--- config.mk ---
export PLATFORM = sky130hd
export DESIGN_NAME = mult_div_unit
export DESIGN_NICKNAME = d
export VERILOG_FILES = /design/src/rtl/mult_div_unit.sv
export SDC_FILE = /design/constraint.sdc
export NUM_CORES = 1
export LEC_CHECK = 0
export CAP_MARGIN = 25
export CORE_MARGIN = 2
export CORE_UTILIZATION = 55
export CTS_BUF_LIST = sky130_fd_sc_hd__clkbuf_4
export CTS_CLUSTER_SIZE = 24
export DETAILED_ROUTE_END_ITERATION = 8
export PLACE_DENSITY = 0.8
export SLEW_MARGIN = 20
export SYNTH_ARGS = -nofsm -noshare
export SYNTH_HDL_FRONTEND = slang
export SYNTH_SLANG_ARGS = --single-unit
--- constraint.sdc ---
create_clock -name clock -period 4.06 [get_ports clock]
set_input_delay 0.406 -clock clock [delete_from_list [all_inputs] [get_ports clock]]
set_output_delay 0.406 -clock clock [all_outputs]
set_load 0.005 [all_outputs]
--- src/rtl/mult_div_unit.sv ---
// mult_div_unit
// Sequential signed multiply/divide unit for the multicycle MIPS datapath.
// Handles one bit per clock, so an operation takes DATA_W iterations plus one
// finishing cycle. The control unit pulses start with op, waits on busy and
// consumes the done pulse. The 64-bit result is presented on hi/lo.
//
// Ports:
//   clock    - system clock, all state updates on the rising edge
//   reset    - asynchronous, active-low; clears all state
//   start    - request pulse, only honoured while idle
//   op       - 0 = signed MULT, 1 = signed DIV (sampled with start)
//   src_a    - multiplicand / dividend (sampled with start)
//   src_b    - multiplier / divisor (sampled with start)
//   hi       - MULT: product upper half, DIV: remainder
//   lo       - MULT: product lower half, DIV: quotient
//   busy     - registered, high while an operation is in progress
//   done     - one-cycle pulse when a result or exception is ready
//   div_zero - one-cycle pulse with done for a DIV by zero
module mult_div_unit #(
    parameter int DATA_W = 32
) (
    input  logic              clock,
    input  logic              reset,
    input  logic              start,
    input  logic              op,
    input  logic [DATA_W-1:0] src_a,
    input  logic [DATA_W-1:0] src_b,
    output logic [DATA_W-1:0] hi,
    output logic [DATA_W-1:0] lo,
    output logic              busy,
    output logic              done,
    output logic              div_zero
);

    localparam int CNT_W = $clog2(DATA_W + 1);

    typedef enum logic [1:0] {
        IDLE,
        RUN,
        FINISH
    } stateT;

    stateT state;
    stateT nextState;

    // Working registers. accA is one bit wider than a data word so that the
    // Booth add/subtract of the most negative multiplicand cannot overflow;
    // for division it holds the partial remainder.
    logic [DATA_W:0]    accA;
    logic [DATA_W-1:0]  accQ;
    logic               qMinus1;
    logic [DATA_W-1:0]  operandM;
    logic [CNT_W-1:0]   counter;
    logic               opReg;
    logic               negQuot;
    logic               negRem;

    logic               divByZero;
    logic               accept;
    logic               doneNext;
    logic               divZeroNext;
    logic               busyNext;

    logic [DATA_W-1:0]  absA;
    logic [DATA_W-1:0]  absB;

    logic [DATA_W:0]    mExt;
    logic [DATA_W:0]    boothSum;
    logic [DATA_W:0]    partial;
    logic               fits;

    logic [DATA_W-1:0]  finHi;
    logic [DATA_W-1:0]  finLo;

    // State register: the only place the FSM state is held.
    always_ff @(posedge clock or negedge reset) begin
        if (!reset) begin
            state <= IDLE;
        end else begin
            state <= nextState;
        end
    end

    // A DIV by zero is resolved in IDLE without ever entering RUN.
    assign divByZero = (state == IDLE) && start && op && (src_b == '0);
    assign accept    = (state == IDLE) && start && !divByZero;

    // Next-state logic. start outside IDLE is simply not looked at, which is
    // what makes a request during an operation harmless.
    always_comb begin
        nextState = state;
        case (state)
            IDLE: begin
                if (accept) begin
                    nextState = RUN;
                end
            end
            RUN: begin
                if (counter == CNT_W'(1)) begin
                    nextState = FINISH;
                end
            end
            FINISH: begin
                nextState = IDLE;
            end
            default: begin
                nextState = IDLE;
            end
        endcase
    end

    // Output logic: the values busy/done/div_zero take after the next edge.
    // They are registered below so the control unit sees clean flops.
    always_comb begin
        doneNext    = (state == FINISH) || divByZero;
        divZeroNext = divByZero;
        busyNext    = (nextState != IDLE);
    end

    // Operand magnitudes for restoring division; the most negative value
    // maps onto itself, which is its correct unsigned magnitude.
    assign absA = src_a[DATA_W-1] ? (~src_a + 1'b1) : src_a;
    assign absB = src_b[DATA_W-1] ? (~src_b + 1'b1) : src_b;

    // Booth step: inspect {Q[0], q-1}, add or subtract M, then the caller
    // shifts the whole {A, Q, q-1} register right arithmetically.
    assign mExt = {operandM[DATA_W-1], operandM};
    always_comb begin
        case ({accQ[0], qMinus1})
            2'b01:   boothSum = accA + mExt;
            2'b10:   boothSum = accA - mExt;
            default: boothSum = accA;
        endcase
    end

    // Restoring division step: shift the next dividend bit into the partial
    // remainder and keep the subtraction only if the divisor fits.
    assign partial = {accA[DATA_W-1:0], accQ[DATA_W-1]};
    assign fits    = (partial >= {1'b0, operandM});

    // Final result with sign correction for division. The quotient is
    // negated when operand signs differ; the remainder follows the dividend.
    always_comb begin
        if (opReg) begin
            finLo = negQuot ? (~accQ + 1'b1) : accQ;
            finHi = negRem ? (~accA[DATA_W-1:0] + 1'b1) : accA[DATA_W-1:0];
        end else begin
            finLo = accQ;
            finHi = accA[DATA_W-1:0];
        end
    end

    // Datapath and registered outputs. Operands are captured only at the
    // accepting edge, so later changes on src_a/src_b have no effect.
    always_ff @(posedge clock or negedge reset) begin
        if (!reset) begin
            accA     <= '0;
            accQ     <= '0;
            qMinus1  <= 1'b0;
            operandM <= '0;
            counter  <= '0;
            opReg    <= 1'b0;
            negQuot  <= 1'b0;
            negRem   <= 1'b0;
            hi       <= '0;
            lo       <= '0;
            busy     <= 1'b0;
            done     <= 1'b0;
            div_zero <= 1'b0;
        end else begin
            busy     <= busyNext;
            done     <= doneNext;
            div_zero <= divZeroNext;
            case (state)
                IDLE: begin
                    if (accept) begin
                        opReg   <= op;
                        counter <= CNT_W'(DATA_W);
                        accA    <= '0;
                        qMinus1 <= 1'b0;
                        negQuot <= src_a[DATA_W-1] ^ src_b[DATA_W-1];
                        negRem  <= src_a[DATA_W-1];
                        if (op) begin
                            operandM <= absB;
                            accQ     <= absA;
                        end else begin
                            operandM <= src_a;
                            accQ     <= src_b;
                        end
                    end
                end
                RUN: begin
                    counter <= counter - 1'b1;
                    if (opReg) begin
                        accA <= fits ? (partial - {1'b0, operandM}) : partial;
                        accQ <= {accQ[DATA_W-2:0], fits};
                    end else begin
                        accA    <= {boothSum[DATA_W], boothSum[DATA_W:1]};
                        accQ    <= {boothSum[0], accQ[DATA_W-1:1]};
                        qMinus1 <= accQ[0];
                    end
                end
                FINISH: begin
                    hi <= finHi;
                    lo <= finLo;
                end
                default: begin
                end
            endcase
        end
    end

endmodule
# Word level (Yosys, flattened, before mapping)
# Index checks and enable logic that the tools add are counted.
[word_totals] reg_bits=176 inputBits=68 output_inout_bits=67 wordCells=72
[op_classes] addsub=8 n_lt_le_gt_ge=1 n_eq_ne=7 n_mux=24 n_bitwise=5 reduce_logical=13
[op_table] op="$mux W32" count=10
[op_table] op="$pmux W33 S2" count=2
[op_table] op="$add A32 B1 Y32 const B" count=4
[op_table] op="$not A32 Y32" count=4
[op_table] op="$mux W33" count=3
[op_table] op="$pmux W32 S2" count=1
[op_table] op="$add A33 B33 Y33" count=1
[op_table] op="$ge A33 B32 Y1" count=1
[op_table] op="$sub A33 B32 Y33" count=1
[op_table] op="$sub A33 B33 Y33" count=1
[op_table] op="$logic_not A32 Y1" count=1
[op_table] op="$pmux W6 S2" count=1
[op_table] op="$eq A6 B1 Y1 const B" count=1
[op_table] op="$mux W6" count=1
[op_table] op="$sub A6 B1 Y6 const B" count=1
[op_table] op="$eq A2 B1 Y1 const B" count=2
[op_table] op="$eq A2 B2 Y1 const B" count=2
[op_table] op="$logic_and A1 B1 Y1" count=4
[op_table] op="$mux W2" count=2
[op_table] op="$ne A2 B2 Y1 const B" count=2
[op_table] op="$pmux W2 S2" count=1
[op_table] op="$reduce_and A2 Y1" count=2
[op_table] op="$reduce_bool A2 Y1" count=2
[op_table] op="$reduce_and A3 Y1" count=1
[op_table] op="other kinds (6)" count=7

# Logic depth before layout (Yosys ltp)
# Gate-level depths: netlist of run 1.
[logic_depth] depth_word=9 mapped_depth=18 ltp_nobuf=18

# Worst setup path after synthesis of run 1
# OpenSTA, ideal clock, no wires.
[synth_path] path_type="register -> register" startpoint="reg operandM[7]" endpoint="reg accA[32]" setup_time_ns=0.124 t_arrival_ns=4.015 required_time_ns=3.936 path_slack_ns=-0.079 path_stages_with_launch=18 n_path_buf=1 period_less_slack_ns=4.139 path_cell_list="dfrtp_1 or4_1 nor2_1 nand4_1 nor2_1 a21oi_1 xnor2_1 ha_1 clkbuf_1 nand2_1 nor4_1 o21ai_0 a211oi_1 nor3_1 or4_1 nand3_1 a21oi_1 a211o_1"
[synth_between] elab_chain_cells=4 elab_cells_between_ends=8 cone_classes="add/sub: 3; order compare: 1; mux: 4"
[synth_rtl] element="start, declared" line_no="52" source="logic [DATA_W-1:0] operandM;"
[synth_rtl] element="start signal, assigned" line_no="184" source="operandM <= absB;"
[synth_rtl] element="start signal, assigned" line_no="187" source="operandM <= src_a;"
[synth_rtl] element="$sub A33 B33 Y33 (tied with other cells)" line_no="131" source="2'b10: boothSum = accA - mExt;"
[synth_rtl] element="$pmux W33 S2 / $mux W33 (equally long branches)" line_no="129, 195"
[synth_rtl] element="$mux W33 *" line_no="194" source="if (opReg) begin"
[synth_rtl] element="$pmux W33 S2 *" line_no="174" source="case (state)"
[synth_rtl] element="end signal, assigned" line_no="195" source="accA <= fits ? (partial - {1'b0, operandM}) : partial;"
[synth_rtl] element="end signal, assigned" line_no="198" source="accA <= {boothSum[DATA_W], boothSum[DATA_W:1]};"
[synth_rtl] element="end, declared" line_no="49" source="logic [DATA_W:0] accA;"
# Every way passes the cells marked *; elsewhere a longest branch is shown, timed or not.
# A chain may end at the register's enable or synchronous reset.

# Worst setup path after layout of run 1
[layout_path] startpoint="reg operandM[7]" endpoint="reg accA[31]"
# Same word-level chain as after synthesis.

==> results of run 1 <==
[critical path: stages, from the launching register on]
cell,delay (ps)
dfrtp_1,410
or4_4,560
nor2_4,110
nand4_1,120
nor2_1,110
buf_4,130
a41oi_1,190
xnor2_1,190
ha_1,300
a21o_1,180
a21o_1,170
a21o_1,200
or4_4,430
nor3_4,190
o211ai_1,120
nand3_1,140
a21oi_1,80
a211o_1,290
[power groups by stage]
stage                     combinational [W]  clock, W  sequential, W
after floorplan                    0.000126         0        0.00179
after global placement             0.000315         0        0.00179
after detailed placement           0.000319         0        0.00179
after CTS                          0.000320   0.00102        0.00175
after global routing               0.000349   0.00109        0.00175
final                              0.000323   0.00101        0.00175
[sequential cells by signal (all words and copies together), names as in the netlist]
name	cells
state	2
accQ	32
operandM	32
qMinus1	1
opReg	1
lo	32
negQuot	1
hi	32
accA	33
negRem	1
counter	6
done	1
busy	1
div_zero	1
[Yosys cell counts (all sizes together), types with 7 or more instances]
| master | count |
|---|---|
| a211o | 7 |
| a31oi | 24 |
| or3 | 11 |
| clkbuf | 107 |
| o41ai | 14 |
| nor4 | 23 |
| a21o | 37 |
| nand4 | 18 |
| mux2i | 48 |
| inv | 75 |
| and3 | 16 |
| and2 | 10 |
| xor2 | 99 |
| a32o | 7 |
| buf | 32 |
| ha | 72 |
| o21bai | 10 |
| nor3 | 44 |
| nor2 | 162 |
| nand2b | 13 |
| nand2 | 221 |
| nor2b | 22 |
| a211oi | 66 |
| o31ai | 26 |
| a21oi | 199 |
| o211ai | 16 |
| or4 | 24 |
| nand3 | 30 |
| xnor2 | 102 |
| o21ai | 204 |
| dfrtp | 176 |
[routing by layer]
| layer | wire, um | vias to the layer above |
|---|---|---|
| li1 | - | 7481 |
| met1 | 22500 | 7368 |
| met2 | 21000 | 768 |
| met3 | 5040 | 85 |
| met4 | 1720 | 0 |
| met5 | 0 | - |
[final timing paths]
| kind | startpoint | endpoint | slack (ps) | cells after the start |
|---|---|---|---|---|
| worst min-delay path | reset | accQ[20]$_DFFE_PN0P_ | 360 | 2 |
| min in group clock | op | div_zero$_DFF_PN0_ | 430 | 5 |
| max in group asynchronous | reset | state[1]$_DFF_PN0_ | 2690 | 3 |
| worst min register to register | counter[5]$_DFFE_PN0P_ | counter[5]$_DFFE_PN0P_ | 490 | 1 |
| worst max register to register | operandM[7]$_DFFE_PN0P_ | accA[31]$_DFFE_PN0P_ | 30 | 17 |
| worst max-delay path | operandM[7]$_DFFE_PN0P_ | accA[31]$_DFFE_PN0P_ | 30 | 17 |
[final cells by class]
type                    count  area share
multi-input cells        1602       0.569
flip-flops and latches    176       0.241
repair buffers            273       0.134
well taps                 378      0.0258
inverters                  75      0.0154
clock inverters            15     0.00772
clock buffers              17     0.00697
diodes                      1    0.000137
[cells by family (layout without fill, tap and decap cells)]
group	after synthesis	after routing	share of synthesized area
buffers and inverters	214	380	0.0550
other	0	1	0
multiplexers	50	50	0.0325
XOR/XNOR	201	201	0.114
adder cells (fa/ha/maj)	74	74	0.0607
AO/OA/AOI/OAI	669	669	0.267
AND/OR/NAND/NOR	608	608	0.187
flip-flops	176	176	0.284
[cell usage in the layout, fill, tap and decap left out, types with 29 or more instances in the layout]
cell type	instances
nand2_1	218
o21ai_0	196
a21oi_1	191
dfrtp_1	175
nor2_1	159
clkdlybuf4s50_1	132
buf_4	131
xnor2_1	102
xor2_1	99
inv_1	74
ha_1	71
a211oi_1	64
mux2i_1	48
nor3_1	40
a21o_1	37
nand3_1	29
[timing repair]
action                     CTS  global route
setup endpoints to repair    3            16
hold buffers                 1             0
pin swaps                    8            22
gates resized for setup      4            35
hold endpoints to repair    70             0
buffers inserted             1             7
[metrics by stage]
stage / area [um2] / utilization / total power, W / setup slack [ps] / instances
2_1_floorplan: 15500 / - / 0.00191 / 17.8 / 1992
3_3_place_gp: 17800 / 0.641 / 0.00210 / -128 / 2494
3_5_place_dp: 17800 / 0.641 / 0.00211 / -131 / 2494
4_1_cts: 18100 / 0.652 / 0.00310 / 12.1 / 2528
5_1_grt: 18300 / 0.659 / 0.00319 / -149 / 2537
6_report: 18300 / 0.659 / 0.00309 / 34.4 / 2537
==> impl_metrics.tcl, run 1 <==
set metrics [dict create \
    status "completed" \
    drv_cap 0 \
    slew_viol_final 0 \
    drcViolationCount 0 \
    syn_area_um2 15500 \
    comb_power_share 0.105 \
    grt_pass1_vias 14800 \
    fin_crit_sh 0.992 \
    period_needed_ps 4030 \
    cts_tree "built" \
    finalSetupViolCount 0 \
    cts_buffer_depth 2 \
    met2_usage 0.508 \
    clock_power_share 0.327 \
    grtUsageMet3 0.0727 \
    die_h_um 172 \
    intPower_w 0.00215 \
    synthArstFlopShare 1.00 \
    synthToLayoutAreaGrowth_pct 18.2 \
    drt_iter0_drc 1673 \
    grt_max_degree 130 \
    multi_input_area_um2 10400 \
    cts_inserted_buffers 17 \
    finalWirelength_mm 50.3 \
    seq_power_share 0.568 \
    min_path_type "in -> async" \
    cts_sinks 176 \
    clock.fmax_ghz 0.248 \
    clk_pin_slew_ps 180 \
    seq_area_um2 4410 \
    finClkSkew_ps 47.2 \
    fin_tns_setup_ps 0 \
    peakVddDrop_mv 0.159 \
    synth_edf_count 0 \
    dieArea_um2 29500 \
    relSlewSlack 0.313 \
    avgSynthCellArea_um2 7.78 \
    cp_max_fo 4 \
    pwr_density_cell_nw_per_um2 169 \
    top_usage_layer "met2" \
    fp-row-count 61 \
    crit_type "reg -> reg" \
    netSwitchingPower_w 0.000934 \
    yosysTopAreaCell "dfrtp_1" \
    core_area_um2 27800 \
    finalWeightedCongestion 1.04 \
    p_sw_frac 0.303 \
    ant_nets 0 \
    ctsHtreeMaxLevel 4 \
    netlist_instances 1992 \
    io_buffers 134 \
    antenna_found_initial 1 \
    ys_seq_elements 176 \
    via_per_inst 6.19 \
    ioPinCount 135 \
    ys_warn_count 0 \
    grt-ovfl-total 0 \
    cp-end-kind "flop" \
    fin_hold_ws_ps 359 \
    insertion_delay_ps 640 \
    hold_violations 0 \
    ys.flop_type "dfrtp_1" \
    num_vias 15700 \
    synth.distinct_cells 76 \
    cp_data_arrival_time_ps 4560 \
    final_nets 2287 \
    nFillCells 2472 \
    seq_area_frac_synth 0.284 \
    wl_per_cell_um 19.8 \
    worstSetupStartpointType "flop" \
    drive_above_1_share 0.108 \
    synth_area_leaders "dfrtp_1 28%, o21ai_0 6.5%, a21oi_1 6.4%, ha_1 5.8%, xnor2_1 5.8%" \
    worstMarginPinSlew_ps 1030 \
    grt_setup_unrepaired "true" \
    cts_root_buf "clkbuf_4" \
    grt_pass1_wl_mm 79.7 \
    leakagePower_nw 7.91 \
    dr.pass1.iters 5 \
    synth_fp_nets 2134 \
    die_x_um 172 \
    hpwl_mm 40.0 \
    yosysTopAreaCellShare 0.284 \
    critical_path_required_ps 4590 \
    start_util 0.558 \
    grt_usage 0.348 \
    use_met1 0.503 \
]
Note: power is estimated with default switching activity, not from simulation.
==> inputs of run 2 (changes only) <==
CAP_MARGIN = not set   (was 25)
SETUP_SLACK_MARGIN = 0.3   (was not set)
==> run 2 against run 1 <==
Against the previous run: clock-buffer cell count stayed put; clock skew is 13 ps higher; clock power is 16% higher; highest routed layer unchanged; largest cell class unchanged; critical path type unchanged; register-to-register slack hardly changed.
==> impl_metrics.tcl, run 2 (synthesis results as in run 1) <==
set metrics [dict create \
    grt_pass1_wl_mm 78.5 \
    drv_cap 0 \
    worstSetupStartpointType "flop" \
    cp-end-kind "flop" \
    period_needed_ps 4030 \
    final_util 0.667 \
    grt_pass1_vias 14500 \
    drcViolationCount 0 \
    cts_root_buf "clkbuf_4" \
    seq_area_um2 4410 \
    nFillCells 2439 \
    insertion_delay_ps 650 \
    antenna_found_initial 1 \
    core_area_um2 27800 \
    finalSetupViolCount 0 \
    place_ws_ps 21.6 \
    slew_viol_final 0 \
    final_common_cell "nand2_1" \
    r2r-end "accA[31]$_DFFE_PN0P_" \
    design_area_um2 18500 \
    fp-row-count 61 \
    via_per_inst 6.31 \
    finClkSkew_ps 59.7 \
    cts_tree "built" \
    final_nets 2283 \
    cp_data_arrival_time_ps 4590 \
    peakVddDrop_mv 0.140 \
    fin_crit_sh 0.993 \
    cts_buffer_depth 2 \
    post_dp_cell_area_um2 17600 \
    clk_pin_slew_ps 200 \
    drive_above_1_share 0.120 \
    ioPinCount 135 \
    dieArea_um2 29500 \
    cts_inserted_buffers 17 \
    drt_iter0_drc 1762 \
    fin_hold_ws_ps 383 \
    start_util 0.558 \
    largest-register "accA" \
    hpwl_mm 39.0 \
    grt_setup_unrepaired "true" \
    crit_type "reg -> reg" \
    status "completed" \
    io_buffers 134 \
    grt-ovfl-total 0 \
    cp_max_fo 5 \
    critical_path_required_ps 4620 \
    pwr_density_cell_nw_per_um2 175 \
    rr_startpoint "operandM[5]$_DFFE_PN0P_" \
    leakagePower_nw 7.99 \
    min_path_type "in -> async" \
    num_vias 16000 \
    final_cell_mix "218 x nand2_1, 186 x a21oi_1, 180 x o21ai_0, 175 x dfrtp_1, 157 x nor2_1" \
    setup_ws_ps 26.8 \
    reg2reg_depth 18 \
    ctsHtreeMaxLevel 4 \
    clock.fmax_ghz 0.248 \
    relSlewSlack 0.383 \
    wl_per_cell_um 19.9 \
    die_x_um 172 \
    multi_input_area_um2 10600 \
    finalWeightedCongestion 1.00 \
    die_h_um 172 \
    total_power_w 0.00324 \
    dr.pass1.iters 6 \
    grt_usage 0.341 \
    hold_violations 0 \
    grt_max_degree 130 \
    finalWirelength_mm 50.5 \
    regToRegSetupSlack_ps 30 \
    largest_reg_flops 33 \
    cts_sinks 176 \
    ant_nets 0 \
    worstMarginPinSlew_ps 923 \
    synthToLayoutAreaGrowth_pct 19.7 \
]
run 2: cell types whose count changed in the layout (fill, tap and decap cells not counted), sizes merged:
cell,previous run,this run
buf,140,136
clkinv,6,7
clkinvlp,1,0
run 2: per-layer routing:
metal | track usage | share of wire | up-vias
li1 | - | - | 7456
met1 | 0.508 | 0.44 | 7520
met2 | 0.502 | 0.42 | 902
met4 | 0.0961 | 0.026 | 0
met5 | 0 | 0 | -
met3 | 0.0624 | 0.11 | 99
run 2: what timing repair did:
action / in CTS / in global routing
pin swaps: 22 / 65
endpoints found under the setup margin: 12 / 18
hold buffers: 1 / 0
setup buffers: 10 / 19
resized for setup: 30 / 60
cloned: 0 / 0
endpoints found under the hold margin: 92 / 0
run 2: area by class of cell:
| cell class | instances | area share |
|---|---|---|
| multi-input cells | 1602 | 0.571 |
| flip-flops and latches | 176 | 0.238 |
| repair buffers | 269 | 0.132 |
| well taps | 378 | 0.0255 |
| inverters | 75 | 0.0153 |
| clock inverters | 15 | 0.0117 |
| clock buffers | 17 | 0.00688 |
| diodes | 1 | 0.000135 |
run 2: worst max-delay path by stage:
| stage | startpoint | end | slack (ps) | depth (start not counted) |
|---|---|---|---|---|
| after floorplan | operandM[7]$_DFFE_PN0P_ | accA[32]$_DFFE_PN0P_ | 260 | 16 |
| after global placement | operandM[1]$_DFFE_PN0P_ | accA[26]$_DFFE_PN0P_ | 90 | 18 |
| after detailed placement | operandM[7]$_DFFE_PN0P_ | accA[32]$_DFFE_PN0P_ | 20 | 16 |
| after CTS | operandM[7]$_DFFE_PN0P_ | accA[31]$_DFFE_PN0P_ | 90 | 16 |
| after global routing | operandM[5]$_DFFE_PN0P_ | accA[31]$_DFFE_PN0P_ | -170 | 17 |
| final | operandM[5]$_DFFE_PN0P_ | accA[31]$_DFFE_PN0P_ | 30 | 18 |
run 2: stage by stage:
step | instances | setup TNS (ps)
6_report | 2533 | 0
5_1_grt | 2533 | -732
4_1_cts | 2512 | 0
3_5_place_dp | 2469 | 0
3_3_place_gp | 2469 | 0
2_1_floorplan | 1992 | 0
run 2: worst max-delay path, stage by stage, from the launching register on:
cell	delay (ps)
dfrtp_1	410
or4_4	560
buf_4	160
and3b_2	310
and2_4	170
a31oi_1	90
xnor2_1	140
ha_1	370
nand2_2	120
buf_4	150
buf_4	120
nor2_1	90
a211o_1	150
and2_4	180
nor3_4	50
or4_4	430
a21o_1	210
a21oi_2	140
a211o_1	120
run 2: power by group:
part	switching [W]	internal, W
registers	0	0.00175
clock network	0.000848	0.000322
logic	0.000190	0.000124
==> inputs of run 3 (changes only) <==
RECOVER_POWER = 50   (was not set)
==> run 3 against run 2 <==
Against the previous run: the run now ends with capacitance limit, slew limit left; global-route usage unchanged; maximum frequency about the same; sequential power about the same; hold slack better by 61 ps; sequential share of layout area about the same; critical endpoint unchanged; flip-flop and latch count unchanged.
==> impl_metrics.tcl, run 3 (synthesis results as in run 1) <==
set metrics [dict create \
    netSwitchingPower_w 0.00103 \
    grt_pass1_wl_mm 78.5 \
    finalWirelength_mm 50.4 \
    via_per_inst 6.29 \
    cp-end-kind "flop" \
    final_common_cell "nand2_1" \
    dr.pass1.iters 5 \
    peakVddDrop_mv 0.138 \
    fin_hold_ws_ps 443 \
    final_util 0.667 \
    drive_above_1_share 0.119 \
    ctsHtreeMaxLevel 4 \
    largest_reg_flops 33 \
    relSlewSlack -0.642 \
    min_from "op" \
    final_cell_mix "218 x nand2_1, 186 x a21oi_1, 180 x o21ai_0, 175 x dfrtp_1, 157 x nor2_1" \
    insertion_delay_ps 650 \
    fin_tns_setup_ps 0 \
    dp.cells 2469 \
    min_path_type "in -> reg" \
    finClkSkew_ps 55.4 \
    p_sw_frac 0.320 \
    cts_tree "built" \
    drcViolationCount 0 \
    seq_power_share 0.543 \
    multi_input_area_um2 10600 \
    io_buffers 134 \
    fp-row-count 61 \
    cts_buffer_depth 2 \
    crit_type "reg -> reg" \
    dieArea_um2 29500 \
    clock.fmax_ghz 0.248 \
    grt_pass1_vias 14500 \
    intPower_w 0.00220 \
    pwr_density_cell_nw_per_um2 175 \
    cts_inserted_buffers 17 \
    start_util 0.558 \
    synthToLayoutAreaGrowth_pct 19.6 \
    antenna_found_initial 1 \
    finalSetupViolCount 0 \
    period_needed_ps 4030 \
    cp_data_arrival_time_ps 4590 \
    grt_max_degree 130 \
    failed_checks "capacitance limit, slew limit" \
    rr_startpoint "operandM[5]$_DFFE_PN0P_" \
    final_nets 2283 \
    grt-ovfl-total 0 \
    clk_pin_slew_ps 180 \
    cts_sinks 176 \
    hpwl_mm 39.0 \
    nFillCells 2439 \
    finalWeightedCongestion 1.00 \
    die_h_um 172 \
    worstMarginPinSlew_ps 2460 \
    largest-register "accA" \
    ant_nets 0 \
    grt_usage 0.341 \
    crit_path_start "operandM[5]$_DFFE_PN0P_" \
    grt_setup_unrepaired "true" \
    fin_crit_sh 0.993 \
    drv_cap 1 \
    cts_root_buf "clkbuf_4" \
    worstSetupStartpointType "flop" \
    finalNonFillerCells 2533 \
    core_area_um2 27800 \
    clock_power_share 0.361 \
    status "finished, violations left" \
    slew_viol_final 96 \
    critical_path_required_ps 4620 \
    ioPinCount 135 \
    wl_per_cell_um 19.9 \
    num_vias 15900 \
    leakagePower_nw 7.98 \
    comb_power_share 0.096 \
    seq_area_um2 4410 \
    drt_iter0_drc 1796 \
    hold_violations 0 \
    die_x_um 172 \
    cp_max_fo 5 \
]
==> run 3: changes by cell type in the layout (fill, tap and decap cells not counted) <==
cell      before  now
buf_6          8    7
clkbuf_2       0    3
clkbuf_1       0    1
buf_4        122  119
==> run 3: power groups by stage <==
stage | Combinational, W | Clock [W] | Sequential, W
after detailed placement | 0.000310 | 0 | 0.00179
after CTS | 0.000311 | 0.00118 | 0.00175
after floorplan | 0.000126 | 0 | 0.00179
after global routing | 0.000339 | 0.00125 | 0.00176
final | 0.000312 | 0.00117 | 0.00176
after global placement | 0.000305 | 0 | 0.00179
==> run 3: layer usage <==
layer,part of all wire,global-route usage,vias up
met1,0.44,0.508,7547
met5,0,0,-
met4,0.025,0.0961,0
li1,-,-,7458
met2,0.42,0.502,845
met3,0.11,0.0624,91
==> run 3: worst max-delay path: stages, from the launching register on <==
cell and delay [ps]:
dfrtp_1 410, or4_4 560, buf_4 160, and3b_2 310, and2_4 170, a31oi_1 90, xnor2_1 140, ha_1 370
nand2_2 120, buf_4 150, buf_4 120, nor2_1 90, a211o_1 140, and2_4 180, nor3_4 50, or4_4 430
a21o_1 200, a21oi_2 140, a211o_1 120
==> run 3: stage by stage <==
stage / power, W / area, um2 / worst slack [ps]
2_1_floorplan: 0.00191 / 15500 / 258
3_3_place_gp: 0.00209 / 17600 / 87.3
3_5_place_dp: 0.00210 / 17600 / 21.6
4_1_cts: 0.00324 / 18200 / 87.1
5_1_grt: 0.00334 / 18500 / -167
6_report: 0.00323 / 18500 / 29.8
==> run 3: path summary, 6_finish.rpt <==
path,endpoint,slack (ps),cells after the start
max,accA[31]$_DFFE_PN0P_,30,18
min,div_zero$_DFF_PN0_,440,5
max reg2reg,accA[31]$_DFFE_PN0P_,30,18
min reg2reg,counter[5]$_DFFE_PN0P_,500,1
max in group asynchronous,lo[18]$_DFFE_PN0P_,910,3
min in group asynchronous,accQ[19]$_DFFE_PN0P_,980,2
==> run 3: what timing repair did <==
| item | in CTS | in global routing |
|---|---|---|
| pin swaps | 22 | 65 |
| setup buffers | 10 | 19 |
| hold buffers | 1 | 0 |
| gates resized for setup | 30 | 60 |
| setup endpoints to repair | 12 | 18 |
| hold endpoints to repair | 92 | 0 |
==> run 3: layout make-up <==
class	instances	area share
well taps	378	0.0255
clock buffers	17	0.00689
multi-input cells	1602	0.571
inverters	75	0.0153
clock inverters	15	0.0118
repair buffers	269	0.131
diodes	1	0.000135
flip-flops and latches	176	0.238
